$ cat src/rtl/shft_seq_ctl.sv
// shft_seq_ctl - parametrised load/shift burst engine.
//
// Loads a WIDTH-bit word in parallel, then shifts it one bit per clock for a
// programmable number of cycles. The shift can go left or right, with one of
// four fill modes. A busy/done handshake brackets each burst. The last bit
// shifted out is held in a register on cout.
//
// Ports:
//   clk   - rising-edge clock
//   rstn  - asynchronous active-low reset
//   load  - parallel load strobe (beats start; aborts a running burst)
//   LD    - parallel load data
//   start - begin a burst of amt shifts (honoured only when idle)
//   dir   - 1 = shift right (toward bit 0), 0 = shift left
//   mode  - fill: 00 logical, 01 arithmetic, 10 rotate, 11 serial-in (sin)
//   amt   - number of single-bit shifts in the burst
//   sin   - serial fill bit for mode 11
//   q     - register contents
//   cout  - last bit shifted out
//   busy  - burst in progress
//   done  - one-cycle pulse after a burst completes

module shft_seq_ctl #(
  parameter int WIDTH = 8,
  parameter int CNT_W = $clog2(WIDTH) + 1
) (
  input  logic             clk,
  input  logic             rstn,
  input  logic             load,
  input  logic [WIDTH-1:0] LD,
  input  logic             start,
  input  logic             dir,
  input  logic [1:0]       mode,
  input  logic [CNT_W-1:0] amt,
  input  logic             sin,
  output logic [WIDTH-1:0] q,
  output logic             cout,
  output logic             busy,
  output logic             done
);

  typedef enum logic [0:0] {
    IDLE  = 1'b0,
    SHIFT = 1'b1
  } state_t;

  state_t           state, state_nxt;
  logic [CNT_W-1:0] rem, rem_nxt;
  logic             dir_r, dir_nxt;
  logic [1:0]       mode_r, mode_nxt;
  logic [WIDTH-1:0] q_nxt;
  logic             cout_nxt;
  logic             done_nxt;

  // Single-step shift datapath, driven by the burst's latched dir/mode.
  logic             out_bit;
  logic             fill;
  logic [WIDTH-1:0] shifted;

  always_comb begin
    out_bit = dir_r ? q[0] : q[WIDTH-1];
    case (mode_r)
      2'b00:   fill = 1'b0;
      2'b01:   fill = dir_r ? q[WIDTH-1] : 1'b0;  // sign-extend only going right
      2'b10:   fill = out_bit;
      default: fill = sin;
    endcase
    shifted = dir_r ? {fill, q[WIDTH-1:1]} : {q[WIDTH-2:0], fill};
  end

  always_comb begin
    state_nxt = state;
    rem_nxt   = rem;
    dir_nxt   = dir_r;
    mode_nxt  = mode_r;
    q_nxt     = q;
    cout_nxt  = cout;
    done_nxt  = 1'b0;

    if (load) begin
      // A load wins in either state: it also aborts a burst, with no done.
      q_nxt     = LD;
      rem_nxt   = '0;
      state_nxt = IDLE;
    end else begin
      case (state)
        IDLE: begin
          if (start) begin
            if (amt != '0) begin
              dir_nxt   = dir;
              mode_nxt  = mode;
              rem_nxt   = amt;
              state_nxt = SHIFT;
            end else begin
              done_nxt = 1'b1;
            end
          end
        end
        SHIFT: begin
          q_nxt    = shifted;
          cout_nxt = out_bit;
          rem_nxt  = rem - CNT_W'(1);
          if (rem == CNT_W'(1)) begin
            state_nxt = IDLE;
            done_nxt  = 1'b1;
          end
        end
        default: state_nxt = IDLE;
      endcase
    end
  end

  always_ff @(posedge clk or negedge rstn) begin
    if (!rstn) begin
      state  <= IDLE;
      rem    <= '0;
      dir_r  <= 1'b0;
      mode_r <= 2'b00;
      q      <= '0;
      cout   <= 1'b0;
      done   <= 1'b0;
    end else begin
      state  <= state_nxt;
      rem    <= rem_nxt;
      dir_r  <= dir_nxt;
      mode_r <= mode_nxt;
      q      <= q_nxt;
      cout   <= cout_nxt;
      done   <= done_nxt;
    end
  end

  assign busy = (state == SHIFT);

endmodule

$ cat config.mk
export PLATFORM = sky130hd
export DESIGN_NAME = shft_seq_ctl
export DESIGN_NICKNAME = d
export VERILOG_FILES = /design/src/rtl/shft_seq_ctl.sv
export SDC_FILE = /design/constraint.sdc
export NUM_CORES = 1
export LEC_CHECK = 0
export ABC_AREA = 1
export CAP_MARGIN = 20
export CORE_MARGIN = 2
export CORE_UTILIZATION = 49
export CTS_BUF_LIST = sky130_fd_sc_hd__clkbuf_4 sky130_fd_sc_hd__clkbuf_8 sky130_fd_sc_hd__clkbuf_16
export DETAILED_ROUTE_END_ITERATION = 6
export PLACE_DENSITY = 0.83
export SYNTH_ARGS = -nofsm -noshare
export SYNTH_HDL_FRONTEND = slang
export SYNTH_SLANG_ARGS = --single-unit
$ cat constraint.sdc
create_clock -name clk -period 3.12 [get_ports clk]
set_input_delay 0.78 -clock clk [delete_from_list [all_inputs] [get_ports clk]]
set_output_delay 0.78 -clock clk [all_outputs]
set_load 0.02 [all_outputs]
# Word-level counts from Yosys, hierarchy flattened
# Cells that the tools add are included.
totals:
  latch_bits: 0
  inputBits: 20
  output_inout_bits: 11
  reg_bits: 18
  elab_cells: 41
  memories: 0
  rom_bits: 0
  mem_bits_rw: 0
classes:
  reduce_logical: 6
  div_mod_pow: 0
  muxes: 20
  multipliers: 0
  magnitude_cmp: 0
  shift: 0
  add_sub_neg: 1
  eq_ne: 5
  n_bitwise: 2
ops:
  columns: ["cell", "n"]
  rows:
  - ["$mux W8", 3]
  - ["$mux W4", 3]
  - ["$mux W1", 10]
  - ["$pmux W4 S2", 1]
  - ["$ne A3 B3 Y1 const B", 2]
  - ["$eq A4 B1 Y1 const B", 1]
  - ["$pmux W1 S2", 2]
  - ["$reduce_and A2 Y1", 2]
  - ["$reduce_and A4 Y1", 1]
  - ["$reduce_bool A4 Y1", 1]
  - ["$sub A4 B1 Y4 const B", 1]
  - ["$pmux W1 S3", 1]
  - ["$eq A2 B1 Y1 const B", 1]
  - ["$eq A2 B2 Y1 const B", 1]
  - ["$logic_not A2 Y1", 1]
  - ["$not A1 Y1", 2]
  - ["$reduce_bool A2 Y1", 1]

# Longest topological paths before layout
depth:
  ltp_word: 5
  mapped_depth: 8
  ltp_nobuf: 8

# Least setup slack after synthesis
# No wires, ideal clock.
synth_path:
  kind: "input-to-reg"
  from: "in load"
  to: "reg q[6]"
  path_buffers: 1
  arrival_time_ps: 1354
  required_ps: 2995
  setup_slack_ps: 1641
  path_stages: 6
  setup_time_ps: 125
  cell_sequence: "buf_6 -> inv_2 -> nand2_4 -> clkinv_4 -> a22oi_2 -> o21ai_1"
synth_between:
  elab_chain_cells: 1
  elab_cells_between_ends: 2
  classes_between: "mux: 1; reduce/logical: 1"
synth_rtl:
  columns: ["element", "line", "text"]
  rows:
  - ["start: declaration", "29", "input logic load,"]
  - ["$mux W8 or $reduce_bool A2 Y1 (tied branches)", null, null]
  - ["end signal: assignment", "127", "q <= q_nxt;"]
  - ["end: declaration", "36", "output logic [WIDTH-1:0] q,"]
# Parallel ways exist; a longest one is shown, timed or not.
# A chain may end at the register's enable or synchronous reset.

# Final worst setup path
layout_path:
  from: "reg state, in the netlist busy"
  to: "out busy"
layout_rtl:
  columns: ["element", "line", "text"]
  rows:
  - ["start: declaration", "47", "state_t state, state_nxt;"]
  - ["start signal: assignment", "123", "state <= state_nxt;"]
  - ["end: declaration", "38", "output logic busy,"]
# No word-level cell between the ends.

==> impl_metrics.toml <==
[synthesis]
yosys_warns = 0
mux_share_of_post_synthesis_cell_area = 0
adder_and_majority_cell_fraction_of_the_synthesized_area = 0.0239
yosysTopAreaCellShare = 0.430
synth_xor_xnor_area_share = 0
yosysSeqAreaShare = 0.430
synth-simple-area-share = 0.256
synth_most_common_cell = "nand2_1"
synth_commonest_cells = "31 x nand2_1, 18 x dfrtp_1, 12 x inv_1, 12 x nor2_1, 12 x o21ai_1"
synth_area_per_cell_sq_um = 8.25
mappedNetlistArea_sq_um = 1050
asyncSetResetFlopFracSynth = 1.00
post_synthesis_net_count = 149
leading_post_synthesis_cells_by_cell_area = "dfrtp_1 43%, nand2_1 11%, o21ai_1 5.7%"
ys_seq_elements = 18
synth_compound_gate_area_share = 0.200
post_synth_inst_count = 127
synthDistinctLibCells = 25
synthFlopType = "dfrtp_1"
largest_area_contributor_in_the_synthesized_netlist = "dfrtp_1"
largest_family_of_logic_cells_by_synthesized_area = "simple AND/OR/NAND/NOR gates"
synth_edf_count = 0

[global_route]
globalRoute.totalOverflow = 0
all_layer_global_routing_usage = 0.208
grt_first_pass_wirelength_mm = 3.95
antenna_found_initial = 0
largest_net_degree_at_the_start_of_global_routing = 19
number_of_global_route_vias_before_repair = 851

[final_layout]
fillers = 165
area.sequential_sq_um = 450
multi_input_comb_area_sq_um = 502
layout-drive-gt1-share = 0.121
antenna_cells_inserted = 0
syn2layout_area_growth_pct = 31.2
final_nets = 181

[sta]
final_period_minus_worst_setup_slack_ps = 2250
fmaxAchievable_mhz = 444
final.setup.tns_ps = 0
finalMaxSlewViolations = 0
worstMarginPinSlew_ps = 796
relSlewSlack = 0.468
setup_violations = 0
min_period_over_period = 0.722
timing.clock.skew_ps = 4.03
finalHoldViolations = 0
postLayoutSetupSlackWorst_ps = 866
rsz_0062_raised_after_global_routing = "no"

[clocking]
num_clock_sinks = 18
numCtsBuffers = 3
ctsHoldBuffers = 0
max-clock-path-buffers = 2
post_cts_resized = 0
clk_root_buf = "clkbuf_4"
cts_tree = "done"
post-cts-setup-buffer-count = 0
clock_latency_ps = 300
clock_tree.htree_level_count = 1
clk_pin_slew_ps = 100

[floorplan]
die_footprint_sq_um = 2520
ports = 31
chipWidth_microns = 50.2
die_height_microns = 50.2
num_rows = 16
initial_core_util = 0.528
core_region_area_sq_um = 1980

[place]
place_congestion = 0.845
placement.setup.worst_slack_ps = 777
place.port_buffers = 30
hpwlAfterDp_mm = 1.74

[power]
vdd_drop_max_v = 0.000478
p_total_uw = 700
total_leakage_power_uw = 0.000629
power.density_cell_area_nw_per_um2 = 510

[critical_path]
worstSetupEndpointType = "primary output"
critical_path.top_delay_family = "buffers and inverters"
cpMaxStageDelayCell = "clkdlybuf4s50_1"
critical_path.cell_chain = "clkdlybuf4s50_1"
worst_ep_arrival_time_ps = 1470
critical_path_class = "reg -> out"
cp_slowest_stage_delay_ps = 660
critical_path.n_buffers_inverters = 1
critical_path_launch_point_type = "flip-flop"
path_max_fanout = 3
cp_data_required_time_ps = 2340

[detailed_routing]
via_count_normalized_by_instance_count = 5.15
dr.first_iter.drc_count = 27
detailed_router_iteration_count_before_antenna_repair = 4
route.detailed.wl_per_inst_microns = 12.6
remaining_drc_errors = 0
vias = 948
route.final.wire_length_mm = 2.32
drtAntennaViolNets = 0

[job]
cap_viol_max_count = 0

[status]
status = "completed"

[hold_path]
min-delay-path-class = "reg -> reg"
-- cell usage in the layout, fill, tap and decap left out --
| cell | instances |
|---|---|
| clkbuf_4 | 3 |
| nand3_2 | 2 |
| clkinv_4 | 1 |
| nand2_2 | 1 |
| o22ai_2 | 1 |
| a31oi_1 | 1 |
| nor2_1 | 12 |
| a21oi_1 | 1 |
| o21ai_2 | 1 |
| o21ai_0 | 6 |
| clkdlybuf4s50_1 | 30 |
| nor2_8 | 1 |
| inv_1 | 12 |
| a22oi_1 | 4 |
| o22ai_1 | 1 |
| inv_2 | 3 |
| nand3_1 | 7 |
| nand3b_1 | 1 |
| nand2_1 | 31 |
| nor2_2 | 1 |
| dfrtp_1 | 18 |
| ha_1 | 2 |
| a22oi_2 | 4 |
| o21ai_1 | 12 |
| nand2_4 | 1 |
-- layer usage --
layer,up-vias,GRT usage,part of all wire
met5,-,0,0
li1,479,-,-
met3,4,0.0476,0.059
met2,38,0.296,0.46
met4,0,0.0926,0.015
met1,427,0.299,0.46
-- path summary, 6_finish.rpt --
path	startpoint	endpoint	slack, ps	depth (start not counted)
max in group asynchronous	rstn	q[3]$_DFFE_PN0N_	1690	1
min	mode_r[1]$_DFFE_PN0P_	mode_r[1]$_DFFE_PN0P_	540	2
max reg2reg	dir_r$_DFFE_PN0P_	q[7]$_DFFE_PN0N_	1850	7
min reg2reg	mode_r[1]$_DFFE_PN0P_	mode_r[1]$_DFFE_PN0P_	540	2
min in group asynchronous	rstn	rem[3]$_DFFE_PN0P_	940	1
max	busy$_DFF_PN0_	busy	870	1
-- cell type report --
cell class	count	share of cell area
repair buffers	30	0.219
clock buffers	3	0.0164
multi-input cells	90	0.365
inverters	16	0.0474
flip-flops and latches	18	0.328
well taps	27	0.0246
-- where the power goes --
group	total, uW	internal (uW)	leakage (uW)	switching (uW)
Sequential	324	274	0.000224	49.9
Combinational	257	118	0.000391	140
Clock	119	45.0	0.0000138	73.5
Total	700	437	0.000629	263
-- flip-flops by register name, indices dropped and copies added (netlist names) --
signal	cells
busy	1
cout	1
dir_r	1
done	1
mode_r	2
q	8
rem	4
-- per-stage QoR --
stage	instances	util	hold WS (ps)	area, sq um
6_report	184	0.693	541	1370
5_1_grt	184	0.693	594	1370
4_1_cts	184	0.693	547	1370
3_5_place_dp	181	0.682	521	1350
3_3_place_gp	181	0.682	518	1350
2_1_floorplan	127	-	480	1050
-- logic make-up after synthesis --
group | Yosys count
simple gates | 57
flops | 18
fa+ha+maj | 2
buf+inv | 19
compound gates | 31
Note: power is estimated with default switching activity, not from simulation.
==> RTL change 1 (config.mk and constraints unchanged) <==
The parameter `WIDTH` goes from 8 to 16.
--- a/src/rtl/shft_seq_ctl.sv
+++ b/src/rtl/shft_seq_ctl.sv
@@ -21,7 +21,7 @@
 //   done  - one-cycle pulse after a burst completes
 
 module shft_seq_ctl #(
-  parameter int WIDTH = 8,
+  parameter int WIDTH = 16,
   parameter int CNT_W = $clog2(WIDTH) + 1
 ) (
   input  logic             clk,
Ports: changed (resized LD, amt and q); port bits go from 31 to 48. The function was not compared with the original's and may differ.
==> RTL change 1 against the unedited design <==
- area after synthesis grew 43%
- setup slack gained 0.032 ns
- routed wire length rose by 57%
- non-clock buffer count grew 20
- count of clock-buffer cells in the layout up 1
- design area is 45% higher
- sequential cell count increased by 9
- power up 46%
- first-iteration DRC count rose to 3.6 times the old value
- largest power group unchanged
==> RTL change 1: results (changes against the unedited design) <==
[run_status]
status = finished, final reports clean

[setup_path]
worst_ep_arrival_time_ns = 1.44  ; -0.03 ns
r2r_end = q[15]
crit_fanout = 5  ; +2
max_stage_delay_ns = 0.64  ; -0.02 ns
critical_path.startpoint = q[15]

[logic_synthesis]
ys_types = 24  ; -4.0%
syn_nets = 222  ; +49%
avgSynthCellArea_um2 = 7.83  ; -5.0%
synthTopCellsByArea = dfrtp_1 (45%), nand2_1 (12%), o21ai_1 (7.0%), a22oi_1 (6.0%), nand3_1 (4.3%)
synth_commonest_cells = nand2_1 (49), dfrtp_1 (27), o21ai_1 (21), inv_1 (17), nor2_1 (16)
ys_seq_area_share_pct = 45.2  ; +2.1 points
synth-compound-area-share_pct = 20.2  ; +0.28 points

[grt]
grt_max_degree = 28  ; +9
gr-usage-met3_pct = 2.84  ; -1.9 points
use_met2_pct = 34.5  ; +4.9 points
grt_pass1_vias = 1355  ; +59%
use_met1_pct = 31.2  ; +1.3 points
grt_pass1_wl_mm = 6.07  ; +54%
grt_usage_pct = 22.4  ; +1.6 points

[timing]
fin_hold_ws_ns = 0.494  ; -0.0467 ns
worst_clock_skew_ns = 0.00450  ; +0.000477 ns
worst_slew_pin_slew_ns = 0.647  ; -0.149 ns
finalCriticalPeriod_ns = 2.22  ; -0.0322 ns

[pwr]
p_leak_nw = 0.924  ; +47%
ir_drop_uv = 260  ; -46%

[placed_design]
pre_cts_ws_ns = 0.813  ; +0.0364 ns
numPortBuffers = 47  ; +57%
dpl_cell_area_um2 = 1960  ; +45%

[min_path]
worstHoldStart = rem[4]

[detailed_routing]
drt_iter0_drc = 98  ; +260%
wirelength_mm = 3.63  ; +57%
wl_met3_um = 188  ; +37%
met1Wirelength_mm = 1.65  ; +53%
wl_met2_mm = 1.74  ; +63%

[cells_and_area]
drive_above_1_share_pct = 5.93  ; -6.2 points
fin_cells = 269  ; +46%
reg_top3 = q: 16 flops, rem: 5 flops, mode_r: 2 flops

[clock_network]
cts.clk_slew.worst_paths_ns = 0.14  ; +0.04 ns

[RTL change 1: cell types whose count changed in the layout (fill, tap and decap cells not counted), sizes merged, moves of 2 or more]
cell / unedited run / this run
a21oi: 1 / 6
a22oi: 8 / 12
buf: 0 / 3
clkdlybuf4s50: 30 / 47
dfrtp: 18 / 27
inv: 15 / 20
nand2: 33 / 51
nand3: 9 / 13
nor2: 14 / 17
o211ai: 0 / 2
o21ai: 19 / 25
o221ai: 0 / 2
[RTL change 1: cell type report]
type,count,area (um^2),area share (%)
Sequential cell,27,676,33.9
Tap cell,33,41.3,2.07
Clock buffer,4,30.0,1.51
Timing Repair Buffer,50,493,24.8
Multi-Input combinational cell,135,676,33.9
Inverter,20,75.1,3.77
[RTL change 1: report_power, final]
part | internal [mW] | switching, mW | total (mW) | leakage [nW]
clock | 0.0586 | 0.0994 | 0.158 | 0.0184
sequential | 0.409 | 0.0746 | 0.484 | 0.335
combinational | 0.175 | 0.206 | 0.381 | 0.571
total | 0.643 | 0.380 | 1.02 | 0.924
==> RTL change 2 (config.mk and constraints unchanged) <==
Made on the original files. Put a register stage on the output `busy`, with the module's reset. The value now appears one clock later. The other outputs are not delayed to match.
--- a/src/rtl/shft_seq_ctl.sv
+++ b/src/rtl/shft_seq_ctl.sv
@@ -130,7 +130,13 @@
     end
   end
 
-  assign busy = (state == SHIFT);
+  always_ff @(posedge clk or negedge rstn) begin
+    if (!rstn) begin
+      busy <= '0;
+    end else begin
+      busy <= (state == SHIFT);
+    end
+  end
 
 endmodule
 
Check against the original RTL: not equivalent (Yosys sat finds a counterexample within 4 cycles, from zero or initial values and one cycle with rstn low).
==> RTL change 2 against the unedited design <==
- sequential cell count rose by 1
- global-route usage rose by 0.55 points
- setup slack improved by 0.099 ns
- largest cell class unchanged
- routed wire length barely moved
- power rose by 3.1%
- critical path type unchanged
- clock power rose by 5%
- area after synthesis rose by 1.4%
- design area rose by 1.5%
==> RTL change 2: results (changes against the unedited design) <==
[setup_path]
worst_ep_arrival_time_ns = 1.37  ; -0.10 ns
crit_fanout = 5  ; +2
crit_slowest_cell = clkdlybuf4s50_1
max_stage_delay_ns = 0.64  ; -0.02 ns
cpLargestDelayFamily = buffers and inverters

[pwr]
p_int_uw = 457  ; +4.5%
ir_drop_uv = 387  ; -19%
p_leak_nw = 0.649  ; +3.2%

[placed_design]
dp_hpwl_mm = 1.78  ; +2.6%
gp_congestion = 0.759  ; -10%
numPortBuffers = 30  ; unchanged

[clock_network]
cts_buffers = 3  ; unchanged
max-clock-path-buffers = 2  ; unchanged
htreeDepth = 1  ; unchanged
cts-resized-gates = 0  ; unchanged
root_buffer = clkbuf_4
cts.clk_slew.worst_paths_ns = 0.11
clock_latency_ns = 0.30  ; about the same
cts_setup_buffers = 0  ; unchanged

[logic_synthesis]
synth-xor-area-share_pct = 0.824  ; +0.82 points
syn_nets = 148  ; -0.67%
ys_types = 26  ; +4.0%
async_flop_share_pct = 100  ; unchanged
synth-compound-area-share_pct = 17.3  ; -2.6 points
ys_seq_area_share_pct = 44.8  ; +1.7 points
ys_warn_count = 0  ; unchanged
yosys.area_share.adder_pct = 2.36  ; -0.034 points
synth_commonest_cells = nand2_1 (32), dfrtp_1 (19), inv_1 (14), nor2_1 (11), o21ai_0 (8)
synthTopCellsByArea = dfrtp_1 (45%), nand2_1 (11%), inv_1 (4.9%), a22oi_1 (4.2%), nor2_1 (3.9%)
synthMuxAreaShare_pct = 0  ; unchanged
ys_dominant_reg_cell = dfrtp_1

[grt]
grt_max_degree = 20  ; +1
grt_pass1_wl_mm = 4.10  ; +3.9%
grt_usage_pct = 21.3  ; +0.55 points
grt_antenna_before_repair = 0  ; unchanged
grt_pass1_vias = 905  ; +6.3%
gr-total-overflow = 0  ; unchanged

[detailed_routing]
drt_iter0_drc = 24  ; -11%
wire_per_inst_um = 12.6  ; about the same
vias = 940  ; -0.84%
first_pass_iters = 4  ; unchanged

[min_path]
hold_class = reg2reg

[cells_and_area]
nets = 180  ; -0.55%
diodes = 0  ; unchanged
drive_above_1_share_pct = 9.55  ; -2.5 points
reg_top3 = q: 8 flops, rem: 4 flops, mode_r: 2 flops

[timing]
worst_clock_skew_ns = 0.00765  ; +0.00362 ns
worst_slew_pin_slew_ns = 0.848  ; +0.0527 ns

[run_status]
status = finished, final reports clean

-- RTL change 2: worst paths after layout --
kind,cells after the start,endpoint,from,slack (ns)
max,1,q[7],q[7],0.97
min,2,mode_r[1],mode_r[1],0.55
max reg2reg,7,q[7],dir_r,1.72
min reg2reg,2,mode_r[1],mode_r[1],0.55
max in group asynchronous,1,cout,rstn,1.64
min in group asynchronous,1,rem[0],rstn,0.95
-- RTL change 2: worst min-delay path: stages, from the launching register on --
cell and delay [ns]:
dfrtp_1 0.39, nand2_1 0.06, o21ai_0 0.07
-- RTL change 2: final cells by class --
cell class,instances,area [um^2]
repair buffers,30,300
clock buffers,3,22.5
flip-flops and latches,19,475
well taps,27,33.8
inverters,16,65.1
fillers,169,608
clock inverters,1,5.00
multi-input cells,88,492
-- RTL change 2: through the flow --
stage	setup slack (ns)	power [mW]	utilization, %	cell area, um^2	instances
after floorplan	1.67	0.496	-	1060	126
after CTS	0.947	0.729	69.6	1390	184
after global routing	0.903	0.773	69.6	1390	184
after global placement	0.903	0.595	68.3	1370	180
final	0.965	0.722	69.6	1390	184
after detailed placement	0.873	0.604	68.3	1370	180
-- RTL change 2: power groups by stage --
stage                     Sequential (mW)  Clock [mW]  Combinational, mW
after floorplan                     0.359           0              0.137
after global placement              0.342           0              0.253
after detailed placement            0.344           0              0.260
after CTS                           0.339       0.129              0.261
after global routing                0.347       0.137              0.289
final                               0.339       0.125              0.259
-- RTL change 2: routing by layer --
metal  wire length (um)  global-route usage, %
met5                  0                      0
met4                 51                   9.46
met3                 80                   2.98
met2               1090                   33.3
met1               1100                   29.4
-- RTL change 2: cell families after synthesis --
| logic type | count (synthesis) |
|---|---|
| AO/OA/AOI/OAI | 29 |
| XOR/XNOR | 1 |
| adder cells (fa/ha/maj) | 2 |
| buffers and inverters | 19 |
| flip-flops | 19 |
| AND/OR/NAND/NOR | 56 |
